<file path="src/rtl/ifetch_unit.sv">
// Instruction-fetch stage: holds the PC, fetches over a req/ready handshake,
// and selects the next PC from execute results at exec_done.
module ifetch_unit #(
    parameter int                  PC_WIDTH = 32,
    parameter logic [PC_WIDTH-1:0] RESET_PC = '0
) (
    input  logic                clock,
    input  logic                reset,
    output logic                imem_req,
    output logic [PC_WIDTH-1:0] imem_addr,
    input  logic                imem_ready,
    input  logic [31:0]         imem_rdata,
    output logic [31:0]         instruction,
    output logic [PC_WIDTH-1:0] pc,
    output logic                instr_valid,
    input  logic                exec_done,
    input  logic                Zero,
    input  logic [31:0]         Addr_result,
    input  logic [31:0]         Read_data_1,
    input  logic                Branch,
    input  logic                nBranch,
    input  logic                Jmp,
    input  logic                Jal,
    input  logic                Jr,
    output logic [PC_WIDTH-1:0] link_addr,
    output logic                misalign
);

    typedef enum logic [1:0] {
        FETCH = 2'd0,
        WAIT  = 2'd1,
        VALID = 2'd2
    } state_t;

    state_t              state_q, state_d;
    logic                run_q;
    logic [PC_WIDTH-1:0] pc_q;
    logic [31:0]         instr_q;
    logic [PC_WIDTH-1:0] link_q;
    logic                misalign_q;

    logic                capture;
    logic                retire;
    logic [PC_WIDTH-1:0] pc4;
    logic [PC_WIDTH-1:0] next_pc;
    logic                take_br;

    assign pc4     = pc_q + PC_WIDTH'(4);
    assign take_br = (Branch & Zero) | (nBranch & ~Zero);

    always_comb begin
        next_pc = pc4;
        priority case (1'b1)
            Jr:         next_pc = {Read_data_1[PC_WIDTH-1:2], 2'b00};
            Jmp | Jal:  next_pc = {pc4[PC_WIDTH-1:PC_WIDTH-4],
                                   instr_q[25:0], 2'b00};
            take_br:    next_pc = {Addr_result[PC_WIDTH-3:0], 2'b00};
            default:    next_pc = pc4;
        endcase
    end

    // run_q keeps the request low for the first cycle after reset
    always_comb begin
        state_d  = state_q;
        imem_req = 1'b0;
        capture  = 1'b0;
        retire   = 1'b0;
        unique case (state_q)
            FETCH: begin
                if (run_q) begin
                    imem_req = 1'b1;
                    if (imem_ready) begin
                        capture = 1'b1;
                        state_d = VALID;
                    end else begin
                        state_d = WAIT;
                    end
                end
            end
            WAIT: begin
                imem_req = 1'b1;
                if (imem_ready) begin
                    capture = 1'b1;
                    state_d = VALID;
                end
            end
            VALID: begin
                if (exec_done) begin
                    retire  = 1'b1;
                    state_d = FETCH;
                end
            end
            default: state_d = FETCH;
        endcase
    end

    always_ff @(posedge clock) begin
        if (reset) begin
            state_q    <= FETCH;
            run_q      <= 1'b0;
            pc_q       <= RESET_PC;
            instr_q    <= '0;
            link_q     <= '0;
            misalign_q <= 1'b0;
        end else begin
            state_q <= state_d;
            run_q   <= 1'b1;
            if (capture)
                instr_q <= imem_rdata;
            if (retire) begin
                pc_q <= next_pc;
                if (Jal)
                    link_q <= pc4;
                if (Jr && (Read_data_1[1:0] != 2'b00))
                    misalign_q <= 1'b1;
            end
        end
    end

    assign imem_addr   = pc_q;
    assign pc          = pc_q;
    assign instruction = instr_q;
    assign instr_valid = (state_q == VALID);
    assign link_addr   = link_q;
    assign misalign    = misalign_q;

    logic unused_bits;
    assign unused_bits = &{1'b0, Addr_result[31:30], instr_q[31:26]};

endmodule
</file>
<file path="config.mk">
export PLATFORM = sky130hd
export DESIGN_NAME = ifetch_unit
export DESIGN_NICKNAME = d
export VERILOG_FILES = /design/src/rtl/ifetch_unit.sv
export SDC_FILE = /design/constraint.sdc
export NUM_CORES = 1
export LEC_CHECK = 0
export ABC_AREA = 1
export CELL_PAD_IN_SITES_DETAIL_PLACEMENT = 0
export CELL_PAD_IN_SITES_GLOBAL_PLACEMENT = 2
export CORE_UTILIZATION = 23
export CTS_CLUSTER_SIZE = 12
export DETAILED_ROUTE_END_ITERATION = 10
export HOLD_SLACK_MARGIN = 0.06
export PLACE_DENSITY_LB_ADDON = 0.08
export SKIP_CTS_REPAIR_TIMING = 1
export SLEW_MARGIN = 25
export SYNTH_ARGS = -nofsm -noshare
export SYNTH_HDL_FRONTEND = slang
export SYNTH_SLANG_ARGS = --single-unit
</file>
<file path="constraint.sdc">
create_clock -name clock -period 2.81 [get_ports clock]
set_clock_uncertainty 0.05 [all_clocks]
set_input_delay 0.562 -clock clock [delete_from_list [all_inputs] [get_ports clock]]
set_output_delay 0.562 -clock clock [all_outputs]
set_load 0.03 [all_outputs]
</file>
**Word level (Yosys, flattened, before mapping)**

Index checks and enable logic that the tools add are counted.

- Add/subtract/negate cells: 1
- Equality and inequality tests: 5
- Muxes and demuxes: 16
- Bitwise gates (word level): 5
- Reductions and logical operators: 6

Operators with widths:

| kind | number |
|---|---|
| two-way mux 32 bit | 3 |
| adder 32 x 3 -> 32 bit, second input constant | 1 |
| two-way mux 2 bit | 4 |
| two-way mux 1 bit | 6 |
| case mux 2 bit (3 select lines) | 1 |
| inequality test 2 bit, second input constant | 2 |
| case mux 1 bit (2 select lines) | 2 |
| AND reduction 2 bit | 2 |
| AND reduction 3 bit | 1 |
| AND 1 bit | 2 |
| equality test 2 x 1 -> 1 bit, second input constant | 1 |
| equality test 2 bit, second input constant | 1 |
| zero test 2 bit | 1 |
| inequality test 2 x 1 -> 1 bit, second input constant | 1 |
| OR 1 bit | 2 |
| nonzero test 2 bit | 1 |
| logical AND 1 bit | 1 |
| NOT 1 bit | 1 |

- Flip-flop bits (word level): 100
- Input port bits: 106
- Output and inout bits: 131
- Logic and storage cells: 39

**Logic depth before layout (Yosys ltp)**

- Depth after elaboration: 6
- Mapped depth: 12
- Depth with buffers taken out: 12

**Least setup slack after synthesis**

OpenSTA, ideal clock, no wires.

- Path kind: register to register
- Start point: reg pc_q[2], in the netlist imem_addr[2]
- End point: reg pc_q[22], in the netlist imem_addr[22]
- Library setup time: 0.135 ns
- Arrival time: 1.675 ns
- Data required time: 2.625 ns
- Setup slack: 0.950 ns
- Stages on the path, launching flop included: 13
- Path buffers: 0
- Clock period less this slack: 1.860 ns
- Cells stage by stage: dfxtp_1 ha_1 nand2_1 nor2_1 nand2_1 nor2_4 nand2_1 nand2_1 nand2_1 nand2_1 nand2_1 nand2_1 a21oi_1

- Word-level cells in the longest chain between the ends: 4

Ends and longest elaborated chain:

| what | line | source |
|---|---|---|
| start: declaration | 37 | `logic [PC_WIDTH-1:0] pc_q;` |
| start signal: assignment | 111 | `pc_q <= next_pc;` |
| adder 32 x 3 -> 32 bit | 48 | `assign pc4 = pc_q + PC_WIDTH'(4);` |
| two-way mux 32 bit (3 in series) | 53 | `priority case (1'b1)` |

No other way between the ends.
A chain may end at the register's enable or synchronous reset.

**Worst setup path after layout**

- Start point: reg pc_q[15], in the netlist imem_addr[15]
- End point: out imem_addr[15]

RTL lines:

| what | line | source |
|---|---|---|
| end: declaration | 10 | `output logic [PC_WIDTH-1:0] imem_addr,` |

No word-level cell between the ends.

==> impl_metrics.tcl <==
set metrics [dict create \
    final_period_minus_worst_setup_slack_ps 2262 \
    antenna_violations_before_repair 0 \
    worst_path_dominant_cell_family "buffers and inverters" \
    viasPerCell 4.188 \
    dp_hpwl_um 16730 \
    hold_path_class "reg -> reg" \
    power-per-cell-area_nw_per_um2 432.5 \
    port_buffer_count 228 \
    main_combinational_cell_family_by_area_after_synthesis "simple AND/OR/NAND/NOR gates" \
    postSynthAreaPerCell_um2 6.631 \
    clkTransAtPathRegs_ps 80 \
    status "complete, no violations" \
    initialDrtViolationCount 197 \
    type_of_origin_of_the_critical_path "register" \
    starting_density_of_the_core_pct 23.49 \
    post_route_cells_drive_above_1_share_pct 6.354 \
    worst-r2r-setup-slack_ps 790 \
    min_delay_worst_endpoint "state_q[0]$_SDFFE_PP0P_" \
    detail_route.first_pass.iterations 4 \
    dieArea_um2 24670 \
    ys_seq_elements 96 \
    synth_adder_area_share_pct 0.2262 \
    routedWlPerCell_um 15.97 \
    grt_pass1_vias 5493 \
    area_growth_from_synthesis_to_layout_pct 48.26 \
    most-common-layout-cells "clkdlybuf4s50_1 (228), nand2_1 (198), nor2_1 (140)" \
    yosys_most_used_dff "dfxtp_1" \
    synth_compound_gate_area_share_pct 16.97 \
    cts-htree-levels 3 \
    timing_hold_violations_final 0 \
    async_flop_share_pct 0 \
    cp_cell_sequence "clkdlybuf4s50_1" \
    netlist_area_um2 5530 \
    final_antenna_net_count 0 \
    rows 56 \
    grt_first_pass_wirelength_um 32440 \
    drcViolationCount 0 \
    total_leakage_power_nw 3.387 \
    die_height_um 157.1 \
    timing.critical_path.required_ps 2200 \
    io_pins 237 \
    clock-sinks 96 \
    yosysUniqueCellTypes 40 \
    yosys_warnings 0 \
    synth.largest_area_cell "dfxtp_1" \
    setup.worst_path.end_class "primary output" \
    core_area_um2 23540 \
    hold_path_depth 1 \
    timing.critical_path.buf_inv 1 \
    ys_seq_area_share_pct 34.75 \
    grt_setup_unrepaired "false" \
    grt_max_degree 36 \
    finalWirelength_um 21440 \
    critical_path.reg2reg.endpoint "imem_addr[22]$_SDFFE_PP0P_" \
    total_power_mw 3.546 \
    irDropWorstVdd_mv 0.2103 \
    layout_commonest_cell "clkdlybuf4s50_1" \
    nNetsFinal 1125 \
    timing.final.crit_share_pct 80.49 \
    netlist_instances 834 \
    worst_flop_to_flop_path_startpoint "imem_addr[2]$_SDFFE_PP0P_" \
    hold_ws_ps 423.4 \
    worst_path_largest_cell_delay_ps 790 \
    synth_xor_area_share_pct 2.624 \
    largest_driver_fanout_on_the_critical_path 6 \
    clock_tree_from_tritoncts "yes" \
    hold_path_startpoint "state_q[1]$_SDFFE_PP0P_" \
    max_freq_mhz 442.1 \
    globalRoute.totalOverflow 0 \
    clkLatencyLatePin_ps 350 \
    yosys-top-cells-area "dfxtp_1 (35%), nand2_1 (13%), nor2_1 (9.5%), o21ai_0 (5.9%), inv_1 (5.3%)" \
    routabilityCongestion 0.7783 \
    buffer_depth_of_the_longest_clock_path 2 \
    finalSetupTns_ps 0 \
    library_cell_contributing_the_largest_single_delay_on_the_critical_path "clkdlybuf4s50_1" \
    critical_path_arrival_ps 1650 \
    global_route_usage_over_all_layers_pct 17.59 \
    number_of_buffers_created_by_cts 9 \
    vias 5620 \
    finalSetupViolations 0 \
    timing.setup.critical_path_class "reg -> out" \
    synth_edf_count 0 \
    worst_r2r_path_depth 12 \
    yosys.area.top_type_share_pct 34.75 \
    floorplan.die.width_um 157.1 \
    count_of_max_cap_constraint_violations 0 \
    synthMuxAreaShare_pct 0 \
    synth_simple_gate_area_share_pct 31.20 \
    num_antenna_cells 0 \
    finalMaxSlewViolations 0 \
    cts-root-buf "clkbuf_16" \
]
==> stage by stage <==
| step | utilization [%] | cell area (um^2) | cells | setup WS (ps) |
|---|---|---|---|---|
| global placement | 33.59 | 7909 | 1326 | 298.0 |
| floorplan | - | 5549 | 839 | 950.2 |
| CTS | 34.83 | 8199 | 1342 | 509.2 |
| global route | 34.83 | 8199 | 1342 | 464.1 |
| finish | 34.83 | 8199 | 1342 | 548.2 |
| detailed placement | 33.59 | 7909 | 1326 | 295.3 |
==> per-layer routing <==
layer	wire length (um)	track usage (%)
met1	10250	24.18
met2	9607	27.72
met3	1340	3.689
met4	242	4.577
met5	0	0
==> registers in the layout, summed over array words and instances (netlist names) <==
signal and cells:
instruction 32, run_q 1, imem_addr 30, state_q 2, link_addr 30, misalign 1
==> worst max-delay path by stage <==
stage | cells past startpoint | slack [ps] | start | end
4_1_cts | 1 | 510 | imem_addr[11]$_SDFFE_PP0P_ | imem_addr[11]
6_report | 1 | 550 | imem_addr[15]$_SDFFE_PP0P_ | imem_addr[15]
3_5_place_dp | 10 | 300 | nBranch | imem_addr[29]$_SDFFE_PP0P_
5_1_grt | 1 | 460 | imem_addr[15]$_SDFFE_PP0P_ | pc[15]
3_3_place_gp | 10 | 300 | nBranch | imem_addr[29]$_SDFFE_PP0P_
2_1_floorplan | 12 | 950 | imem_addr[2]$_SDFFE_PP0P_ | imem_addr[22]$_SDFFE_PP0P_
==> synthesized netlist by cell type (12+ instances only) <==
| cell type | n |
|---|---|
| nand3_1 | 28 |
| clkbuf_1 | 22 |
| o211ai_1 | 15 |
| o21ai_0 | 65 |
| nor2_1 | 140 |
| dfxtp_1 | 96 |
| nand2_1 | 198 |
| a21oi_1 | 58 |
| buf_2 | 13 |
| buf_4 | 36 |
| inv_1 | 78 |
| o21bai_1 | 12 |
==> where the power goes <==
| part | internal, mW | switching, mW | total [mW] |
|---|---|---|---|
| clock | 0.692 | 0.586 | 1.28 |
| combinational | 0.352 | 0.424 | 0.776 |
| sequential | 1.42 | 0.0677 | 1.49 |
==> logic make-up after synthesis <==
family                     Yosys count
DFF                                 96
buffers and inverters              157
xor gates and xnor gates            14
other                                1
and+or+nand+nor                    401
AOI/OAI and AO/OA                  164
adders and majority gates            1
==> final cells by class <==
type                    count  area (um^2)
inverters                  81        304.0
well taps                 319        399.1
clock inverters             5        57.56
clock buffers              11        232.7
flip-flops and latches     96         1922
repair buffers            244         2440
multi-input cells         586         2844
fillers                  2622        15340
==> worst reg2reg max path: cells and delay by family (launching register included) <==
kind,cells,cell delay [ps]
compound gates,1,50
simple gates,10,960
flops,1,500
fa+ha+maj,1,340
Power figures use the tool's default switching activity.
